## config.mk

```make
export PLATFORM = sky130hd
export DESIGN_NAME = dc_motor_pwm_decoder_flat
export DESIGN_NICKNAME = d
export VERILOG_FILES = /design/src/rtl/dc_motor_pwm_decoder_if.sv /design/src/rtl/dc_motor_pwm_decoder.sv /design/src/flat_wrapper.sv
export SDC_FILE = /design/constraint.sdc
export NUM_CORES = 1
export LEC_CHECK = 0
export CAP_MARGIN = 20
export CORE_AREA = 10 10 93 95
export CTS_BUF_LIST = sky130_fd_sc_hd__clkbuf_8
export CTS_CLUSTER_SIZE = 40
export DETAILED_ROUTE_END_ITERATION = 8
export DIE_AREA = 0 0 103 105
export PLACE_DENSITY_LB_ADDON = 0.25
export RECOVER_POWER = 50
export SYNTH_ARGS = -nofsm -noshare
export SYNTH_HDL_FRONTEND = slang
export SYNTH_SLANG_ARGS = --single-unit
```

## constraint.sdc

```tcl
create_clock -name clk -period 4.5 [get_ports clk]
set_clock_uncertainty 0.05 [all_clocks]
set_input_delay 0.9 -clock clk [delete_from_list [all_inputs] [get_ports clk]]
set_output_delay 0.9 -clock clk [all_outputs]
set_load 0.02 [all_outputs]
```

## src/rtl/dc_motor_pwm_decoder_if.sv

```systemverilog
// PWM line from the motor-side source plus the speed telemetry returned by the decoder.
interface dc_motor_pwm_decoder_if;
   logic        pwm_in;
   logic [2:0]  duty_code;
   logic [12:0] high_ticks;
   logic [12:0] period_tks;
   logic        upd;
   logic        locked;
   logic        err;

   modport master (
      output pwm_in,
      input  duty_code, high_ticks, period_tks, upd, locked, err
   );

   modport slave (
      input  pwm_in,
      output duty_code, high_ticks, period_tks, upd, locked, err
   );
endinterface

```

## src/rtl/dc_motor_pwm_decoder.sv

```systemverilog
// Measures PWM high time and period in prescaled ticks and recovers the 3-bit speed code.
// Define PWM_FILTER_EN to require 3 agreeing tick samples before the sampled line level changes.
module dc_motor_pwm_decoder #(
   parameter int DIV_W      = 8,
   parameter int PERIOD_NOM = 4096,
   parameter int PERIOD_TOL = 64,
   parameter int MIN_HIGH   = 100,
   parameter int MAX_HIGH   = 2650,
   parameter int TIMEOUT    = 6144
) (
   input  logic                  clk,
   input  logic                  rst,
   dc_motor_pwm_decoder_if.slave bus
);
   localparam int            PW        = (DIV_W > 0) ? DIV_W : 1;
   localparam logic [PW-1:0] PRESC_MAX = PW'((1 << DIV_W) - 1);
   localparam logic [12:0]   CNT_TO    = 13'(TIMEOUT);
   localparam logic [12:0]   PER_LO    = 13'(PERIOD_NOM - PERIOD_TOL);
   localparam logic [12:0]   PER_HI    = 13'(PERIOD_NOM + PERIOD_TOL);
   localparam logic [12:0]   HI_MIN    = 13'(MIN_HIGH);
   localparam logic [12:0]   HI_MAX    = 13'(MAX_HIGH);

   typedef enum logic [1:0] {IDLE, HIGH, LOW} state_e;

   state_e        state_q, state_d;
   logic [PW-1:0] presc_q;
   logic          tick;
   logic [1:0]    sync_q;
   logic          s_q, s_d;
   logic          rise, fall, accept;
   logic [12:0]   cnt_q, cnt_d;
   logic [12:0]   hi_q, hi_d;
   logic [12:0]   high_q, high_d;
   logic [12:0]   period_q, period_d;
   logic [2:0]    code_q, code_d;
   logic          upd_q, upd_d;
   logic          locked_q, locked_d;
   logic          err_q, err_d;

   // Nearest nominal width; a width equal to a boundary belongs to the higher code.
   function automatic logic [2:0] decode(input logic [12:0] h);
      if      (h < 13'd522)  return 3'd0;
      else if (h < 13'd950)  return 3'd1;
      else if (h < 13'd1250) return 3'd2;
      else if (h < 13'd1550) return 3'd3;
      else if (h < 13'd1850) return 3'd4;
      else if (h < 13'd2150) return 3'd5;
      else if (h < 13'd2400) return 3'd6;
      else                   return 3'd7;
   endfunction

   assign tick = (presc_q == PRESC_MAX);

`ifdef PWM_FILTER_EN
   logic [1:0] hist_q;

   always_ff @(posedge clk or posedge rst) begin
      if (rst)       hist_q <= '0;
      else if (tick) hist_q <= {hist_q[0], sync_q[1]};
   end

   assign s_d = (sync_q[1] == hist_q[0] && sync_q[1] == hist_q[1]) ? sync_q[1] : s_q;
`else
   assign s_d = sync_q[1];
`endif

   assign rise   = tick & ~s_q & s_d;
   assign fall   = tick & s_q & ~s_d;
   assign accept = (cnt_q >= PER_LO) && (cnt_q <= PER_HI) && (hi_q >= HI_MIN) && (hi_q <= HI_MAX);

   always_comb begin
      // NOTE: every signal driven here gets a default first, so no path can infer a latch.
      cnt_d = cnt_q;
      if (rise)                         cnt_d = 13'd1;
      else if (tick && cnt_q < CNT_TO)  cnt_d = cnt_q + 13'd1;
   end

   always_comb begin
      state_d  = state_q;
      hi_d     = hi_q;
      high_d   = high_q;
      period_d = period_q;
      code_d   = code_q;
      upd_d    = 1'b0;
      locked_d = locked_q;
      err_d    = err_q;
      if (rise) begin
         state_d = HIGH;
         if (state_q == LOW) begin
            upd_d    = 1'b1;
            period_d = cnt_q;
            high_d   = hi_q;
            if (accept) begin
               code_d   = decode(hi_q);
               locked_d = 1'b1;
               err_d    = 1'b0;
            end else begin
               locked_d = 1'b0;
               err_d    = 1'b1;
            end
         end
      end else if (fall && state_q == HIGH) begin
         state_d = LOW;
         hi_d    = cnt_q;
      end else if (tick && cnt_q == CNT_TO) begin
         // Line stuck in either level: drop lock and wait for a fresh rise to re-arm.
         state_d  = IDLE;
         locked_d = 1'b0;
         err_d    = 1'b1;
      end
   end

   // NOTE: sequential state is assigned with <= so every flop samples pre-edge values.
   always_ff @(posedge clk or posedge rst) begin
      if (rst) begin
         presc_q  <= '0;
         sync_q   <= '0;
         s_q      <= 1'b0;
         cnt_q    <= '0;
         state_q  <= IDLE;
         hi_q     <= '0;
         high_q   <= '0;
         period_q <= '0;
         code_q   <= '0;
         upd_q    <= 1'b0;
         locked_q <= 1'b0;
         err_q    <= 1'b0;
      end else begin
         presc_q  <= tick ? '0 : presc_q + PW'(1);
         sync_q   <= {sync_q[0], bus.pwm_in};
         if (tick) s_q <= s_d;
         cnt_q    <= cnt_d;
         state_q  <= state_d;
         hi_q     <= hi_d;
         high_q   <= high_d;
         period_q <= period_d;
         code_q   <= code_d;
         upd_q    <= upd_d;
         locked_q <= locked_d;
         err_q    <= err_d;
      end
   end

   assign bus.duty_code  = code_q;
   assign bus.high_ticks = high_q;
   assign bus.period_tks = period_q;
   assign bus.upd        = upd_q;
   assign bus.locked     = locked_q;
   assign bus.err        = err_q;
endmodule
```

## src/flat_wrapper.sv

```systemverilog
// flat-port wrapper written by rule: the top's interface ports become plain ports
module dc_motor_pwm_decoder_flat 
#(
   parameter int DIV_W      = 8,
   parameter int PERIOD_NOM = 4096,
   parameter int PERIOD_TOL = 64,
   parameter int MIN_HIGH   = 100,
   parameter int MAX_HIGH   = 2650,
   parameter int TIMEOUT    = 6144
)
  (clk, rst, bus_pwm_in, bus_duty_code, bus_high_ticks, bus_period_tks, bus_upd, bus_locked, bus_err);
  dc_motor_pwm_decoder_if bus_i ();
  input  logic clk;
  input  logic rst;
  input wire logic [$bits(bus_i.pwm_in)-1:0] bus_pwm_in;
  output wire logic [$bits(bus_i.duty_code)-1:0] bus_duty_code;
  output wire logic [$bits(bus_i.high_ticks)-1:0] bus_high_ticks;
  output wire logic [$bits(bus_i.period_tks)-1:0] bus_period_tks;
  output wire logic [$bits(bus_i.upd)-1:0] bus_upd;
  output wire logic [$bits(bus_i.locked)-1:0] bus_locked;
  output wire logic [$bits(bus_i.err)-1:0] bus_err;
  assign bus_i.pwm_in = bus_pwm_in;
  assign bus_duty_code = bus_i.duty_code;
  assign bus_high_ticks = bus_i.high_ticks;
  assign bus_period_tks = bus_i.period_tks;
  assign bus_upd = bus_i.upd;
  assign bus_locked = bus_i.locked;
  assign bus_err = bus_i.err;
  dc_motor_pwm_decoder #(.DIV_W(DIV_W), .PERIOD_NOM(PERIOD_NOM), .PERIOD_TOL(PERIOD_TOL), .MIN_HIGH(MIN_HIGH), .MAX_HIGH(MAX_HIGH), .TIMEOUT(TIMEOUT)) u_core (.clk(clk), .rst(rst), .bus(bus_i));
endmodule
```

==> out/qor.yml <==
power:
  vdd_ir_drop_max_mv: 0.157
  p_int_mw: 0.852
  share_clk_of_total_power_pct: 40.9
  switching_share_pct: 22.8
  total_leakage_power_nw: 1.75
  power.sequential.fraction_pct: 57.9
  comb_power_share_pct: 1.2
  power-per-cell-area_nw_per_um2: 285
  p_switching_mw: 0.252
cts:
  cts_tree: "built"
  numCtsBuffers: 9
  post_cts_setup_repair_bufs: 0
  post_cts_hold_buffer_count: 0
  clk_pin_slew_worst_paths_ns: 0.07
  clock_latency_ns: 0.34
  cts.sinks: 71
  clk_root_buffer_cell: "clkbuf_8"
  clock_tree.buffer_depth: 2
  cts_htree_levels: 3
  ctsResizeCount: 0
yosys:
  synth_top_area_share_pct: 52.9
  syn_area_per_cell_um2: 11.9
  async_reset_ff_share_pct: 100
  yosysSeqAreaShare_pct: 52.9
  yosys.cell_types.count: 59
  synth.yosys.warnings: 0
  yosys_register_bits: 71
  synthCells: 282
  mappedNetlistArea_um2: 3360
  synth_largest_area_cell: "dfrtp_1"
  edff_count_synth: 0
  prevailing_post_synth_register_cell: "dfrtp_1"
  synth_top_cells_by_area: "dfrtp_1, mux2_2, nand2_1, nor2_1, xor2_1"
  syn_nets: 288
setup_path:
  cpLargestDelayFamily: "simple AND/OR/NAND/NOR gates"
  endpoint_kind: "flip-flop"
  path_cells: "ha_1 -> nand3_1 -> nor3_1 -> and2_0 -> o311ai_1 -> nand2b_1"
  cp_num_buf_inv: 0
  critPathLaunchType: "flip-flop"
  cpMaxStageDelayCell: "nor3_1"
  cp_data_required_time_ns: 4.72
  max_stage_delay_ns: 0.94
  crit_path_class: "flip-flop to flip-flop"
  worstPathMaxFanout: 14
  cp.arrival_ns: 3.19
min_path:
  min-delay-path-class: "flip-flop to flip-flop"
die:
  die_area_um2: 10800
  fp.dieW_um: 103
  initial_standard_cell_utilization_of_the_core_pct: 49.7
  dieHeight_um: 105
  pin_count: 35
  rows: 30
  core_region_area_um2: 6760
placed_design:
  numPortBuffers: 34
  gp_congestion: 0.879
  post_dp_cell_area_um2: 3720
  post-dp-hpwl_um: 4750
layout:
  postLayoutCoreUtil_pct: 57.4
  post_route_cells_drive_above_1_share_pct: 22.2
  finalInstanceArea_um2: 3880
  number_of_nets_at_the_end_of_the_flow: 321
  top_library_cells_by_usage_in_the_layout_fill_and_taps_aside: "dfrtp_1, mux2_2, clkdlybuf4s50_1"
  antenna-diode-count: 0
  syn2layout_area_growth_pct: 15.5
  most_common_cell_after_layout_fill_and_taps_aside: "dfrtp_1"
global_routing:
  overflow: 0
  via_count_of_the_first_global_routing_pass: 2216
  global_routing_usage_summed_across_all_routing_layers_pct: 13.3
  wire_length_of_the_first_global_routing_pass_um: 11600
  initial_antenna_violation_count: 0
  maximum_number_of_pins_on_one_net_before_global_route_repair: 52
route:
  detail_route.drc_violations: 0
  wl_per_cell_um: 17.2
  routed_via_density: 5.68
  dr.pass1.iters: 4
  postRouteWirelength_um: 6880
  route.vias.total: 2270
  route.layer.met1.wl_um: 3260
  max_layer_used: "met4"
  wl_met2_um: 3140
  drtAntennaViolNets: 0
  detailroute.wirelength.met3_um: 364
  drt_first_iter_violations: 86
timing:
  hold_viol_final: 0
  final.period_utilization_pct: 66.0
  worst_pin_slew_ns: 1.22
  drv_slew: 0
  timing.setup.tns_ns: 0
  final_setup_violations: 0
  rsz0062_at_grt: "no"
  max_freq_mhz: 337
  fin_worst_hold_slack_ns: 0.303
  finalWorstPathRequiredPeriod_ns: 2.97
  timing.max_slew.rel_slack_pct: 18.6
status:
  outcome: "completed"
job:
  drv_cap: 0
[through the flow]
| stage | total power [mW] | worst slack (ns) | std cells |
|---|---|---|---|
| floorplan | 0.661 | 1.75 | 282 |
| global placement | 0.667 | 1.88 | 383 |
| detailed placement | 0.668 | 1.79 | 383 |
| CTS | 1.12 | 1.78 | 399 |
| global route | 1.14 | 1.22 | 400 |
| finish | 1.10 | 1.53 | 400 |
[state kept, by name (all words and copies together), names as in the netlist]
signal / flops
u_core.bus.high_ticks: 13
u_core.bus.period_tks: 13
u_core.cnt_q: 13
u_core.hi_q: 13
u_core.presc_q: 8
u_core.bus.duty_code: 3
u_core.state_q: 2
u_core.sync_q: 2
u_core.bus.err: 1
u_core.bus.locked: 1
u_core.bus.upd: 1
u_core.s_q: 1
[layout make-up]
cell class                      count  area [µm²]
Fill cell                         588        2880
Sequential cell                    71        1780
Multi-Input combinational cell    187        1430
Timing Repair Buffer               37         358
Clock buffer                       10         138
Tap cell                           80         100
Clock inverter                      6        36.3
Inverter                            9        33.8
[cells in the mapped netlist (6+ instances only)]
master / instances
inv_1: 9
nand2_1: 20
mux2_2: 37
nand3_1: 6
clkbuf_1: 9
dfrtp_1: 71
a21oi_1: 9
nand4_1: 6
or3_1: 7
nor2_1: 20
o21ai_0: 12
xor2_1: 8
[worst register-to-register path, cell delays in order, from the launching register on]
cell and delay, ns:
dfrtp_1 0.40, ha_1 0.20, nand3_1 0.23, nor3_1 0.94
and2_0 0.73, o311ai_1 0.22, nand2b_1 0.13
[power by group through the flow]
stage                     clock (mW)  sequential [mW]  combinational [mW]
after CTS                      0.462            0.639              0.0158
final                          0.451            0.639              0.0138
after floorplan                    0            0.652             0.00974
after detailed placement           0            0.652              0.0159
after global routing           0.488            0.639              0.0169
after global placement             0            0.652              0.0154
[per-layer routing]
| metal | vias to the layer above | track usage, % |
|---|---|---|
| met5 | - | 0 |
| met4 | 0 | 5.27 |
| met3 | 9 | 3.23 |
| met2 | 47 | 19.3 |
| met1 | 1135 | 18.5 |
| li1 | 1079 | - |
[kinds of logic after synthesis]
group                      after synthesis  synth area share [%]
and+or+nand+nor                         89                  15.7
DFF                                     71                  52.9
xor gates and xnor gates                11                  2.87
AOI/OAI and AO/OA                       43                  9.40
adders and majority gates                3                  1.12
muxes                                   41                  14.1
buffers and inverters                   24                  3.91
[path summary, 6_finish.rpt]
check	from	to	slack [ns]	cells after the start
max	u_core.presc_q[0]$_DFF_PP0_	u_core.bus.locked$_DFFE_PP0P_	1.53	6
min	u_core.sync_q[0]$_DFF_PP0_	u_core.sync_q[1]$_DFF_PP0_	0.30	0
max reg2reg	u_core.presc_q[0]$_DFF_PP0_	u_core.bus.locked$_DFFE_PP0P_	1.53	6
min reg2reg	u_core.sync_q[0]$_DFF_PP0_	u_core.sync_q[1]$_DFF_PP0_	0.30	0
max in group asynchronous	rst	u_core.s_q$_DFFE_PP0N_	1.66	3
min in group asynchronous	rst	u_core.bus.period_tks[9]$_DFFE_PP0P_	1.08	2
No activity file was read; power rests on OpenSTA's default activity.
